### config.mk
export PLATFORM = sky130hd
export DESIGN_NAME = uart_spi_bridge_flat
export DESIGN_NICKNAME = d
export VERILOG_FILES = /design/src/rtl/uart_spi_bridge_if.sv /design/src/rtl/uart_spi_bridge.sv /design/src/flat_wrapper.sv
export SDC_FILE = /design/constraint.sdc
export NUM_CORES = 1
export LEC_CHECK = 0
export CAP_MARGIN = 10
export CORE_MARGIN = 1.5
export CORE_UTILIZATION = 25
export CTS_CLUSTER_DIAMETER = 40
export DETAILED_ROUTE_END_ITERATION = 10
export PLACE_DENSITY = 0.44
export SLEW_MARGIN = 20
export SYNTH_ARGS = -nofsm -noshare
export SYNTH_HDL_FRONTEND = slang
export SYNTH_SLANG_ARGS = --single-unit
### constraint.sdc
create_clock -name clk -period 6.8 [get_ports clk]
set_input_delay 1.7 -clock clk [delete_from_list [all_inputs] [get_ports clk]]
set_output_delay 1.7 -clock clk [all_outputs]
set_load 0.05 [all_outputs]
### src/rtl/uart_spi_bridge_if.sv
// uart_spi_bridge_if
//   Pin and status bundle of uart_spi_bridge.
//   slave  : bridge side
//            inputs  freq_control, uart_rx_d_in, cs_bar, sclk, mosi, clear_flags
//            outputs uart_tx_d_out, miso, rx_count, tx_count,
//                    rx_overflow, tx_overflow, frame_err
//   master : environment side, with the opposite directions.
//   CNT_W must equal $clog2(FIFO_DEPTH)+1 of the bridge it connects to.
interface uart_spi_bridge_if #(
  parameter int CNT_W = 3
);
  logic [1:0]       freq_control;
  logic             uart_rx_d_in;
  logic             uart_tx_d_out;
  logic             cs_bar;
  logic             sclk;
  logic             mosi;
  logic             miso;
  logic             clear_flags;
  logic [CNT_W-1:0] rx_count;
  logic [CNT_W-1:0] tx_count;
  logic             rx_overflow;
  logic             tx_overflow;
  logic             frame_err;

  modport slave (
    input  freq_control, uart_rx_d_in, cs_bar, sclk, mosi, clear_flags,
    output uart_tx_d_out, miso, rx_count, tx_count,
           rx_overflow, tx_overflow, frame_err
  );

  modport master (
    output freq_control, uart_rx_d_in, cs_bar, sclk, mosi, clear_flags,
    input  uart_tx_d_out, miso, rx_count, tx_count,
           rx_overflow, tx_overflow, frame_err
  );
endinterface

### src/rtl/uart_spi_bridge.sv
// uart_spi_bridge
//   UART <-> SPI-slave bridge. Received UART frames are queued in the RX FIFO
//   and shifted out on MISO; words written on MOSI are queued in the TX FIFO
//   and sent as UART frames. freq_control picks one of four baud divisors,
//   latched at the start of every UART frame.
//   Ports: clk, reset (sync, active-high); bus (uart_spi_bridge_if.slave)
//   carrying the UART/SPI pins, clear_flags, FIFO counts and sticky flags.
//   uart_spi_bridge_fifo is the synchronous FIFO used for both directions:
//   push/pop requests, head data, occupancy and a drop pulse when a push is
//   refused because the FIFO is full.

module uart_spi_bridge_fifo #(
  parameter int DATA_W = 8,
  parameter int DEPTH  = 4
) (
  input  logic                     clk,
  input  logic                     reset,
  input  logic                     push,
  input  logic [DATA_W-1:0]        wdata,
  input  logic                     pop,
  output logic [DATA_W-1:0]        rdata,
  output logic [$clog2(DEPTH):0]   count,
  output logic                     overflow
);
  localparam int AW = $clog2(DEPTH);
  localparam int CW = AW + 1;
  localparam logic [CW-1:0] FULL = CW'(DEPTH);

  logic [DATA_W-1:0] mem [DEPTH];
  logic [AW-1:0]     wr_ptr;
  logic [AW-1:0]     rd_ptr;
  logic              do_push;
  logic              do_pop;

  // A pop frees the slot in the same cycle, so push+pop on a full FIFO works.
  assign do_pop   = pop && (count != '0);
  assign do_push  = push && ((count != FULL) || do_pop);
  assign overflow = push && !do_push;
  assign rdata    = mem[rd_ptr];

  always_ff @(posedge clk) begin
    if (reset) begin
      wr_ptr <= '0;
      rd_ptr <= '0;
      count  <= '0;
    end else begin
      if (do_push) wr_ptr <= wr_ptr + 1'b1;
      if (do_pop)  rd_ptr <= rd_ptr + 1'b1;
      count <= count + CW'(do_push) - CW'(do_pop);
    end
  end

  always_ff @(posedge clk) begin
    if (do_push) mem[wr_ptr] <= wdata;
  end
endmodule

module uart_spi_bridge #(
  parameter int DATA_W     = 8,
  parameter int FIFO_DEPTH = 4,
  parameter int DIV_0      = 868,
  parameter int DIV_1      = 434,
  parameter int DIV_2      = 217,
  parameter int DIV_3      = 108
) (
  input logic               clk,
  input logic               reset,
  uart_spi_bridge_if.slave  bus
);
  localparam int CNT_W = $clog2(FIFO_DEPTH) + 1;
  localparam int BIT_W = $clog2(DATA_W);
  localparam int DIV_W = 16;
  localparam logic [BIT_W-1:0] LAST_BIT = BIT_W'(DATA_W - 1);

  typedef enum logic [1:0] {S_IDLE, S_START, S_DATA, S_STOP} uart_state_t;

  function automatic logic [DIV_W-1:0] div_sel(input logic [1:0] f);
    logic [DIV_W-1:0] d;
    case (f)
      2'd0:    d = DIV_W'(DIV_0);
      2'd1:    d = DIV_W'(DIV_1);
      2'd2:    d = DIV_W'(DIV_2);
      default: d = DIV_W'(DIV_3);
    endcase
    return d;
  endfunction

  // ---- input synchronisers and edge detection ----
  logic [1:0] rx_sync, cs_sync, sclk_sync, mosi_sync;
  logic       rx_prev, cs_prev, sclk_prev;
  logic       rx_s, cs_s, sclk_s, mosi_s;

  always_ff @(posedge clk) begin
    if (reset) begin
      rx_sync   <= 2'b11;
      cs_sync   <= 2'b11;
      sclk_sync <= 2'b00;
      rx_prev   <= 1'b1;
      cs_prev   <= 1'b1;
      sclk_prev <= 1'b0;
    end else begin
      rx_sync   <= {rx_sync[0], bus.uart_rx_d_in};
      cs_sync   <= {cs_sync[0], bus.cs_bar};
      sclk_sync <= {sclk_sync[0], bus.sclk};
      rx_prev   <= rx_s;
      cs_prev   <= cs_s;
      sclk_prev <= sclk_s;
    end
  end

  always_ff @(posedge clk) mosi_sync <= {mosi_sync[0], bus.mosi};

  assign rx_s   = rx_sync[1];
  assign cs_s   = cs_sync[1];
  assign sclk_s = sclk_sync[1];
  assign mosi_s = mosi_sync[1];

  // A falling edge needs the line to have been high, which also enforces
  // "line seen high again" after a framing error.
  logic rx_fall, cs_fall, sclk_rise, sclk_fall;
  assign rx_fall   = rx_prev & ~rx_s;
  assign cs_fall   = cs_prev & ~cs_s;
  assign sclk_rise = ~sclk_prev & sclk_s & ~cs_s;
  assign sclk_fall = sclk_prev & ~sclk_s & ~cs_s;

  // ---- FIFOs ----
  logic              rx_push, rx_pop, rx_ovf_evt;
  logic              tx_push, tx_pop, tx_ovf_evt;
  logic [DATA_W-1:0] rx_head, tx_head, rx_word, tx_word;
  logic [CNT_W-1:0]  rx_cnt_q, tx_cnt_q;

  uart_spi_bridge_fifo #(.DATA_W(DATA_W), .DEPTH(FIFO_DEPTH)) rx_fifo (
    .clk(clk), .reset(reset), .push(rx_push), .wdata(rx_word), .pop(rx_pop),
    .rdata(rx_head), .count(rx_cnt_q), .overflow(rx_ovf_evt)
  );

  uart_spi_bridge_fifo #(.DATA_W(DATA_W), .DEPTH(FIFO_DEPTH)) tx_fifo (
    .clk(clk), .reset(reset), .push(tx_push), .wdata(tx_word), .pop(tx_pop),
    .rdata(tx_head), .count(tx_cnt_q), .overflow(tx_ovf_evt)
  );

  // ---- UART receiver ----
  uart_state_t       rx_state, rx_next;
  logic [DIV_W-1:0]  rx_div, rx_cnt, rx_limit;
  logic [BIT_W-1:0]  rx_bit;
  logic              rx_tick, rx_ferr;

  // START waits half a bit so every later sample lands mid-bit.
  assign rx_limit = (rx_state == S_START) ? ((rx_div >> 1) - 1'b1) : (rx_div - 1'b1);
  assign rx_tick  = (rx_cnt == rx_limit);

  always_comb begin
    rx_next = rx_state;
    rx_push = 1'b0;
    rx_ferr = 1'b0;
    case (rx_state)
      S_IDLE:  if (rx_fall) rx_next = S_START;
      S_START: if (rx_tick) rx_next = rx_s ? S_IDLE : S_DATA;
      S_DATA:  if (rx_tick && rx_bit == LAST_BIT) rx_next = S_STOP;
      S_STOP: begin
        if (rx_tick) begin
          rx_next = S_IDLE;
          rx_push = rx_s;
          rx_ferr = ~rx_s;
        end
      end
      default: rx_next = S_IDLE;
    endcase
  end

  always_ff @(posedge clk) begin
    if (reset) begin
      rx_state <= S_IDLE;
      rx_cnt   <= '0;
      rx_bit   <= '0;
    end else begin
      rx_state <= rx_next;
      if (rx_state == S_IDLE) begin
        rx_cnt <= '0;
        rx_bit <= '0;
      end else if (rx_tick) begin
        rx_cnt <= '0;
        if (rx_state == S_DATA) rx_bit <= rx_bit + 1'b1;
      end else begin
        rx_cnt <= rx_cnt + 1'b1;
      end
    end
  end

  always_ff @(posedge clk) begin
    if (rx_state == S_IDLE && rx_fall) rx_div <= div_sel(bus.freq_control);
    if (rx_state == S_DATA && rx_tick) rx_word <= {rx_s, rx_word[DATA_W-1:1]};
  end

  // ---- SPI slave ----
  logic [DATA_W-1:0] spi_out, spi_in;
  logic [BIT_W-1:0]  spi_bit;
  logic              spi_skip, spi_done, spi_load, miso_q;

  assign spi_done = sclk_rise && (spi_bit == LAST_BIT);
  assign spi_load = cs_fall || spi_done;
  assign rx_pop   = spi_load;
  assign tx_push  = spi_done;
  assign tx_word  = {spi_in[DATA_W-2:0], mosi_s};

  // After a burst reload the trailing sclk fall of the finished word must not
  // shift, otherwise the new word's MSB would be lost; spi_skip swallows it.
  always_ff @(posedge clk) begin
    if (reset) begin
      spi_bit  <= '0;
      spi_skip <= 1'b0;
      miso_q   <= 1'b0;
    end else begin
      if (cs_s) begin
        spi_bit  <= '0;
        spi_skip <= 1'b0;
      end else if (sclk_rise) begin
        spi_bit  <= spi_done ? '0 : spi_bit + 1'b1;
        spi_skip <= spi_done;
      end else if (sclk_fall) begin
        spi_skip <= 1'b0;
      end
      miso_q <= (cs_s || cs_fall) ? 1'b0 : spi_out[DATA_W-1];
    end
  end

  always_ff @(posedge clk) begin
    if (spi_load)
      spi_out <= (rx_cnt_q != '0) ? rx_head : '0;
    else if (sclk_fall && !spi_skip)
      spi_out <= {spi_out[DATA_W-2:0], 1'b0};
    if (sclk_rise) spi_in <= tx_word;
  end

  // ---- UART transmitter ----
  uart_state_t       tx_state, tx_next;
  logic [DIV_W-1:0]  tx_div, tx_cnt;
  logic [BIT_W-1:0]  tx_bit;
  logic [DATA_W-1:0] tx_shift;
  logic              tx_tick, tx_level, tx_line;

  assign tx_tick = (tx_cnt == tx_div - 1'b1);

  // STOP chains straight into the next START so queued words leave no gap.
  always_comb begin
    tx_next  = tx_state;
    tx_pop   = 1'b0;
    tx_level = 1'b1;
    case (tx_state)
      S_IDLE: begin
        if (tx_cnt_q != '0) begin
          tx_pop  = 1'b1;
          tx_next = S_START;
        end
      end
      S_START: begin
        tx_level = 1'b0;
        if (tx_tick) tx_next = S_DATA;
      end
      S_DATA: begin
        tx_level = tx_shift[0];
        if (tx_tick && tx_bit == LAST_BIT) tx_next = S_STOP;
      end
      S_STOP: begin
        if (tx_tick) begin
          tx_pop  = (tx_cnt_q != '0);
          tx_next = (tx_cnt_q != '0) ? S_START : S_IDLE;
        end
      end
      default: tx_next = S_IDLE;
    endcase
  end

  always_ff @(posedge clk) begin
    if (reset) begin
      tx_state <= S_IDLE;
      tx_line  <= 1'b1;
      tx_cnt   <= '0;
      tx_bit   <= '0;
    end else begin
      tx_state <= tx_next;
      tx_line  <= tx_level;
      if (tx_pop || tx_state == S_IDLE) begin
        tx_cnt <= '0;
        tx_bit <= '0;
      end else if (tx_tick) begin
        tx_cnt <= '0;
        if (tx_state == S_DATA) tx_bit <= tx_bit + 1'b1;
      end else begin
        tx_cnt <= tx_cnt + 1'b1;
      end
    end
  end

  always_ff @(posedge clk) begin
    if (tx_pop) begin
      tx_shift <= tx_head;
      tx_div   <= div_sel(bus.freq_control);
    end else if (tx_state == S_DATA && tx_tick) begin
      tx_shift <= {1'b0, tx_shift[DATA_W-1:1]};
    end
  end

  // ---- sticky flags: set wins over clear ----
  logic rx_ovf_q, tx_ovf_q, ferr_q;

  always_ff @(posedge clk) begin
    if (reset) begin
      rx_ovf_q <= 1'b0;
      tx_ovf_q <= 1'b0;
      ferr_q   <= 1'b0;
    end else begin
      rx_ovf_q <= rx_ovf_evt | (rx_ovf_q & ~bus.clear_flags);
      tx_ovf_q <= tx_ovf_evt | (tx_ovf_q & ~bus.clear_flags);
      ferr_q   <= rx_ferr    | (ferr_q   & ~bus.clear_flags);
    end
  end

  assign bus.uart_tx_d_out = tx_line;
  assign bus.miso          = miso_q;
  assign bus.rx_count      = rx_cnt_q;
  assign bus.tx_count      = tx_cnt_q;
  assign bus.rx_overflow   = rx_ovf_q;
  assign bus.tx_overflow   = tx_ovf_q;
  assign bus.frame_err     = ferr_q;
endmodule

### src/flat_wrapper.sv
// flat-port wrapper written by rule: the top's interface ports become plain ports
module uart_spi_bridge_flat 
#(
  parameter int DATA_W     = 8,
  parameter int FIFO_DEPTH = 4,
  parameter int DIV_0      = 868,
  parameter int DIV_1      = 434,
  parameter int DIV_2      = 217,
  parameter int DIV_3      = 108
)
  (clk, reset, bus_freq_control, bus_uart_rx_d_in, bus_cs_bar, bus_sclk, bus_mosi, bus_clear_flags, bus_uart_tx_d_out, bus_miso, bus_rx_count, bus_tx_count, bus_rx_overflow, bus_tx_overflow, bus_frame_err);
  uart_spi_bridge_if #(.CNT_W(3)) bus_i ();
  input logic clk;
  input logic reset;
  input wire logic [$bits(bus_i.freq_control)-1:0] bus_freq_control;
  input wire logic [$bits(bus_i.uart_rx_d_in)-1:0] bus_uart_rx_d_in;
  input wire logic [$bits(bus_i.cs_bar)-1:0] bus_cs_bar;
  input wire logic [$bits(bus_i.sclk)-1:0] bus_sclk;
  input wire logic [$bits(bus_i.mosi)-1:0] bus_mosi;
  input wire logic [$bits(bus_i.clear_flags)-1:0] bus_clear_flags;
  output wire logic [$bits(bus_i.uart_tx_d_out)-1:0] bus_uart_tx_d_out;
  output wire logic [$bits(bus_i.miso)-1:0] bus_miso;
  output wire logic [$bits(bus_i.rx_count)-1:0] bus_rx_count;
  output wire logic [$bits(bus_i.tx_count)-1:0] bus_tx_count;
  output wire logic [$bits(bus_i.rx_overflow)-1:0] bus_rx_overflow;
  output wire logic [$bits(bus_i.tx_overflow)-1:0] bus_tx_overflow;
  output wire logic [$bits(bus_i.frame_err)-1:0] bus_frame_err;
  assign bus_i.freq_control = bus_freq_control;
  assign bus_i.uart_rx_d_in = bus_uart_rx_d_in;
  assign bus_i.cs_bar = bus_cs_bar;
  assign bus_i.sclk = bus_sclk;
  assign bus_i.mosi = bus_mosi;
  assign bus_i.clear_flags = bus_clear_flags;
  assign bus_uart_tx_d_out = bus_i.uart_tx_d_out;
  assign bus_miso = bus_i.miso;
  assign bus_rx_count = bus_i.rx_count;
  assign bus_tx_count = bus_i.tx_count;
  assign bus_rx_overflow = bus_i.rx_overflow;
  assign bus_tx_overflow = bus_i.tx_overflow;
  assign bus_frame_err = bus_i.frame_err;
  uart_spi_bridge #(.DATA_W(DATA_W), .FIFO_DEPTH(FIFO_DEPTH), .DIV_0(DIV_0), .DIV_1(DIV_1), .DIV_2(DIV_2), .DIV_3(DIV_3)) u_core (.clk(clk), .reset(reset), .bus(bus_i));
endmodule
# After elaboration in Yosys (flattened, before gate mapping)
# Memory sizes are Yosys's and may differ from the RTL's. A register that Yosys moved wholly into a read port is not among the register bits.
# Index checks and enable logic that the tools add are counted.
# classes
add_sub_neg	16
muxes	38
eq_ne	23
n_reduce_logical	39
bitwise_logic	17
# op_table
cell	n
two-way mux 8 bit	5
adder 16 x 1 -> 16 bit (second input constant)	2
equality test 16 bit	2
subtractor 16 x 1 -> 16 bit (second input constant)	2
case mux 10 bit (3 select lines)	1
two-way mux 2 bit	13
two-way mux 16 bit	1
inequality test 2 x 1 -> 1 bit (second input constant)	8
case mux 2 bit (4 select lines)	2
subtractor 15 x 1 -> 16 bit (second input constant)	1
logical AND 1 bit	13
two-way mux 1 bit	13
equality test 2 bit (second input constant)	5
adder 3 x 1 -> 3 bit (second input constant)	3
AND 1 bit	9
equality test 3 bit (second input constant)	3
adder 2 x 1 -> 2 bit (second input constant)	4
AND reduction 4 bit	2
OR reduction 2 bit	4
adder 3 x 1 -> 3 bit	2
equality test 2 x 1 -> 1 bit (second input constant)	3
logical NOT 2 bit	3
inequality test 3 bit (second input constant)	2
nonzero test 2 bit	3
other kinds (10)	27
# totals
register_bits	139
out_inout_bits	11
ram_bits	64
mem_count	2
# mem_list
name	depth	width	rd	rd_ports_with_merged_regs	write_ports	line	rtl
u_core.rx_fifo.mem	4	8	1	1	1	uart_spi_bridge.sv:29	logic [DATA_W-1:0] mem [DEPTH];
u_core.tx_fifo.mem	4	8	1	1	1	uart_spi_bridge.sv:29	

# Depth between registers and ports, before layout
# logic_depth
word_depth	11
ltp_mapped	20
mapped_depth_nobuf	18

# Hierarchy
# From an unflattened synthesis, not the netlist that was laid out.
# hier_totals
cells_unflattened	751
hier_area_um2	8974.9
# by_module_without_submodules
module	instances	area_each_um2	cells_each
uart_spi_bridge	1	5698.0	571
uart_spi_bridge_fifo (u_core.tx_fifo)	1	1640.3	90
uart_spi_bridge_fifo (u_core.rx_fifo)	1	1636.6	90

# Worst setup path before layout
# No wires, ideal clock.
# synth_path
path_type	register -> register
startpoint	reg (tool-made name)
endpoint	reg u_core.rx_fifo.count[2]
t_required_ps	6672
arrival_ps	4351
setup_slack_ps	2321
synth_period_minus_slack_ps	4479
path_stages_with_launch	20
cell_sequence	dfxtp_1 -> nand2b_1 -> clkbuf_1 -> mux2i_1 -> ha_1 -> or3b_2 -> a211o_1 -> and3_2 -> a211oi_2 -> nand4bb_4 -> nor4_4 -> inv_1 -> ha_1 -> inv_1 -> ha_1 -> inv_1 -> fa_1 -> xor2_1 -> xnor2_1 -> nor2_1
# synth_rtl
element	line	rtl
end signal: assignment	uart_spi_bridge.sv:49	count <= count + CW'(do_push) - CW'(do_pop);
end: declaration	uart_spi_bridge.sv:22	output logic [$clog2(DEPTH):0] count,

# Final worst setup path
# layout_path
startpoint	reg u_core.rx_state[0]
endpoint	reg u_core.rx_fifo.count[2]
# layout_via
elab_chain_len	8
word_cells_on_any_way	9
classes_between	add/sub (2); eq/ne (3); mux (3); reduce/logical (1)
# layout_rtl
element	line	rtl
start: declaration	uart_spi_bridge.sv:143	uart_state_t rx_state, rx_next;
start signal: assignment	uart_spi_bridge.sv:177	rx_state <= rx_next;
equality test 2 x 1 -> 1 bit	uart_spi_bridge.sv:149	assign rx_limit = (rx_state == S_START) ? ((rx_div >> 1) - 1'b1) : (rx_div - 1'b1);
two-way mux 16 bit	uart_spi_bridge.sv:149	
equality test 16 bit	uart_spi_bridge.sv:150	assign rx_tick = (rx_cnt == rx_limit);
two-way mux 1 bit	uart_spi_bridge.sv:161	if (rx_tick) begin
two-way mux 1 bit (*)	uart_spi_bridge.sv:156	case (rx_state)
logical AND 1 bit (*)	uart_spi_bridge.sv:37	assign do_push = push && ((count != FULL) || do_pop);
adder 3 x 1 -> 3 bit (*)	uart_spi_bridge.sv:49	
subtractor 3 x 1 -> 3 bit (*)	uart_spi_bridge.sv:49	
# Every way passes the cells marked *; elsewhere a longest branch is shown, timed or not.
# A chain may end at the register's enable or synchronous reset.

==> run metrics <==
status finished, final reports clean; Mapped Area 8670 um2; Clock Path Buffers 2; ant diodes 0; Slew headroom about 26%; cts bufs inserted 17; via-per-instance ratio ~4.3; FMAX 196 MHz; synthesized area per cell 12.6 um2; #FFs+latches synth just under 200; Die Ht between 150 and 200 um; Worst VDD drop about 0.17 mV; Design Area, Final 9930 um2; Final Hold Fails 0; final WL 16.4 mm; Post-Synthesis Cells slightly below 700; cell taking the most area after synthesis edfxtp_1; drt pass-1 iters 4; Reg2Reg Depth 18; first-pass GRT wire length around 27 mm; logic gate share of total power between 10% and 20%; 1st-iter DRT viols 250; FF-to-FF End u_core.rx_fifo.count[2]; IO buf count 19; DRC 0; Synth Net Count around 730; CTS Hold Bufs 0; Rows 68; Worst Setup EP u_core.rx_fifo.count[2]; sw frac between 20% and 30%; Die X roughly 190 um; routed vias approximately 5000; largest family of logic cells by synthesized area simple AND/OR/NAND/NOR gates; flop-to-flop setup slack 1.70 ns; adder-cell share of the synthesized area 5.08%; placed cell area just over 9000 um2; Setup crit end kind register; Post-Synth Simple-Gate Area around 15%; DP HPWL around 11 mm; Synth Area in XOR/XNOR 5.36%; CP max FO 18; metal1 wirelength between 8 and 9 mm; met3 WL post-DR around 360 um; Core ar. roughly 34000 um2; final core utilization 28.9%; ys async rst share 0%; CTS H-tree depth 4; RSZ-0062 raised after global routing no; largest net degree at the start of global routing 27; Clock Skews roughly 0.012 ns; DIE AREA between 30000 and 40000 um2; mux contribution to synthesized area about 6.9%; crit-path cells nand2b_1 -> mux2i_1 -> ha_1 -> or3b_2 -> a211o_1 -> and3_2 -> a211oi_2 -> nand4bb_4 -> nor4_4 -> inv_1 -> ha_1 -> inv_1 -> ha_1 -> inv_1 -> fa_1 -> xor2_1 -> xnor2_1 -> nor2_1; synthesis-to-layout area growth 14.5%; min cycle time layout about 5.1 ns; Crit Path Class reg -> reg; Critical Path RT 7.08 ns; slowest CP cell dfxtp_1; reg-to-reg critical path startpoint u_core.rx_state[0]; fin crit share roughly three quarters; Tot GR Track Use under 10%; P_int slightly above 2000 uW; Psw between 700 and 800 uW; drt wl/cell between 10 and 15 um; clock latency at the later pin of the worst-skew pair ~0.43 ns; crit path from u_core.rx_state[0]; IO Pins 20; clk slew on worst S/H paths ~0.070 ns; critical path arrival roughly 5.4 ns; final hold slack roughly 0.33 ns; Tightest Hold Check Type reg -> reg; fin. max-slew vios 0; Distinct cells, synth 75; Worst-Margin Slew between 1 and 1.5 ns; CTS tree done; Yosys top cell area share between 30 and 40%; grt ovf 0; Final #Nets 748; global placer's final weighted congestion 0.698; EDFF count, synth about 110; root buffer cell clkbuf_16; Reg power frac 49.8%; synth warn 0; PwrDens between 200 and 300 nW/um2; area fraction in compound gates after synthesis approximately 7%; leakage power around 0.0033 uW; Max-cap violations 0; Post-Route Setup TNS 0 ns; Final setup viols 0; Post CTS Setup Buffer Count 0; Clk pwr share between 30 and 40%; Num Clock Sinks about 190; initial antenna violation count 0; layout cells sized above 1 12.7%; uppermost layer routed met4; initial core utilization approximately a quarter; CP startpoint kind register; pre-CTS setup slack between 1.5 and 2 ns; DR WL met2 between 7 and 8 mm; antenna viol nets, final 0; post-cts repair resize count 0; vias in the first global route just over 5000; final setup margin 1.70 ns; largest cells by area after synthesis edfxtp_1, dfxtp_1, ha_1; Crit path largest cell delay roughly 0.74 ns; post-synthesis sequential area ratio 57.6%; Synth Flop Type edfxtp_1
==> worst max-delay path, delay by kind of cell, from the launching register on <==
family / cells / cell delay, ns
DFF: 1 / 0.74
muxes: 1 / 0.37
AOI/OAI and AO/OA: 2 / 0.47
xor gates and xnor gates: 2 / 0.29
and+or+nand+nor: 6 / 1.84
buffers and inverters: 3 / 0.19
adders and majority gates: 4 / 1.05
==> placed cells by master, fill, tap and decap left out, drive strengths merged, types with 8 or more instances in the layout <==
cell type,Yosys,routed
o21ai,8,8
nand2b,8,8
dfxtp,80,80
clkdlybuf4s50,0,19
inv,29,32
mux4,16,16
edfxtp,113,113
xor2,31,31
ha,32,32
and3,16,16
nand3,34,34
xnor2,22,22
nand2,24,24
or2,12,12
mux2,8,8
nor4,13,13
nor2,61,61
and2,11,11
a21oi,18,18
nor3,12,12
clkbuf,12,22
nor2b,9,9
mux2i,15,15
==> synthesized netlist by cell type (11+ instances only) <==
cell and count:
nor2_1 61, xnor2_1 22, or2_2 12, and3_1 15, xor2_1 31, clkbuf_1 11
nand3_1 34, and2_1 11, mux4_2 16, ha_1 32, edfxtp_1 113, inv_1 29
dfxtp_1 80, a21oi_1 18, nor3_1 12, mux2i_1 15, nand2_1 24
==> power groups by stage <==
stage	Combinational [uW]	Sequential (uW)	Clock, uW
floorplan	325	1430	0
global placement	452	1440	0
detailed placement	453	1440	0
CTS	454	1420	1010
global route	497	1430	1050
finish	445	1410	977
==> state kept, by name (all words and copies together) (netlist names), 7 cells and up, named ones only <==
register,cells
u_core.tx_fifo.mem,32
u_core.rx_div,9
u_core.rx_fifo.mem,32
u_core.spi_out,8
u_core.rx_cnt,16
u_core.tx_shift,8
u_core.spi_in,7
u_core.rx_word,8
u_core.tx_cnt,16
u_core.tx_div,9
==> logic make-up (layout without fill, tap and decap cells) <==
kind of cell,after synthesis,after routing
mux,39,39
xor+xnor,53,53
buf+inv,54,86
compound gates,79,79
flops,193,193
simple gates,234,234
fa+ha+maj,34,34
==> area by class of cell <==
| cell class | instances | area, um2 |
|---|---|---|
| fillers | 3527 | 24400 |
| flip-flops and latches | 193 | 4990 |
| clock buffers | 22 | 474 |
| repair buffers | 24 | 228 |
| inverters | 30 | 113 |
| well taps | 455 | 569 |
| multi-input cells | 439 | 3450 |
| clock inverters | 10 | 98.8 |
==> layer usage <==
| metal | vias to the layer above | GRT usage, % |
|---|---|---|
| met5 | - | 0 |
| met4 | 0 | 3.85 |
| met3 | 18 | 1.93 |
| met2 | 52 | 15.0 |
| met1 | 2403 | 13.0 |
| li1 | 2562 | - |
==> worst min-delay path by stage <==
stage                                     end  cells past startpoint  slack [ns]                 from
after global placement    u_core.mosi_sync[1]                      0        0.31  u_core.mosi_sync[0]
after CTS                 u_core.mosi_sync[1]                      0        0.34  u_core.mosi_sync[0]
after global routing      u_core.mosi_sync[1]                      0        0.34  u_core.mosi_sync[0]
after detailed placement  u_core.mosi_sync[1]                      0        0.32  u_core.mosi_sync[0]
final                     u_core.mosi_sync[1]                      0        0.33  u_core.mosi_sync[0]
after floorplan           u_core.mosi_sync[1]                      0        0.31  u_core.mosi_sync[0]
==> metrics by stage <==
| stage | std cells | power, uW |
|---|---|---|
| floorplan | 686 | 1760 |
| global placement | 1141 | 1890 |
| detailed placement | 1141 | 1890 |
| CTS | 1173 | 2880 |
| global route | 1173 | 2980 |
| finish | 1173 | 2840 |
Note: power is estimated with default switching activity, not from simulation.
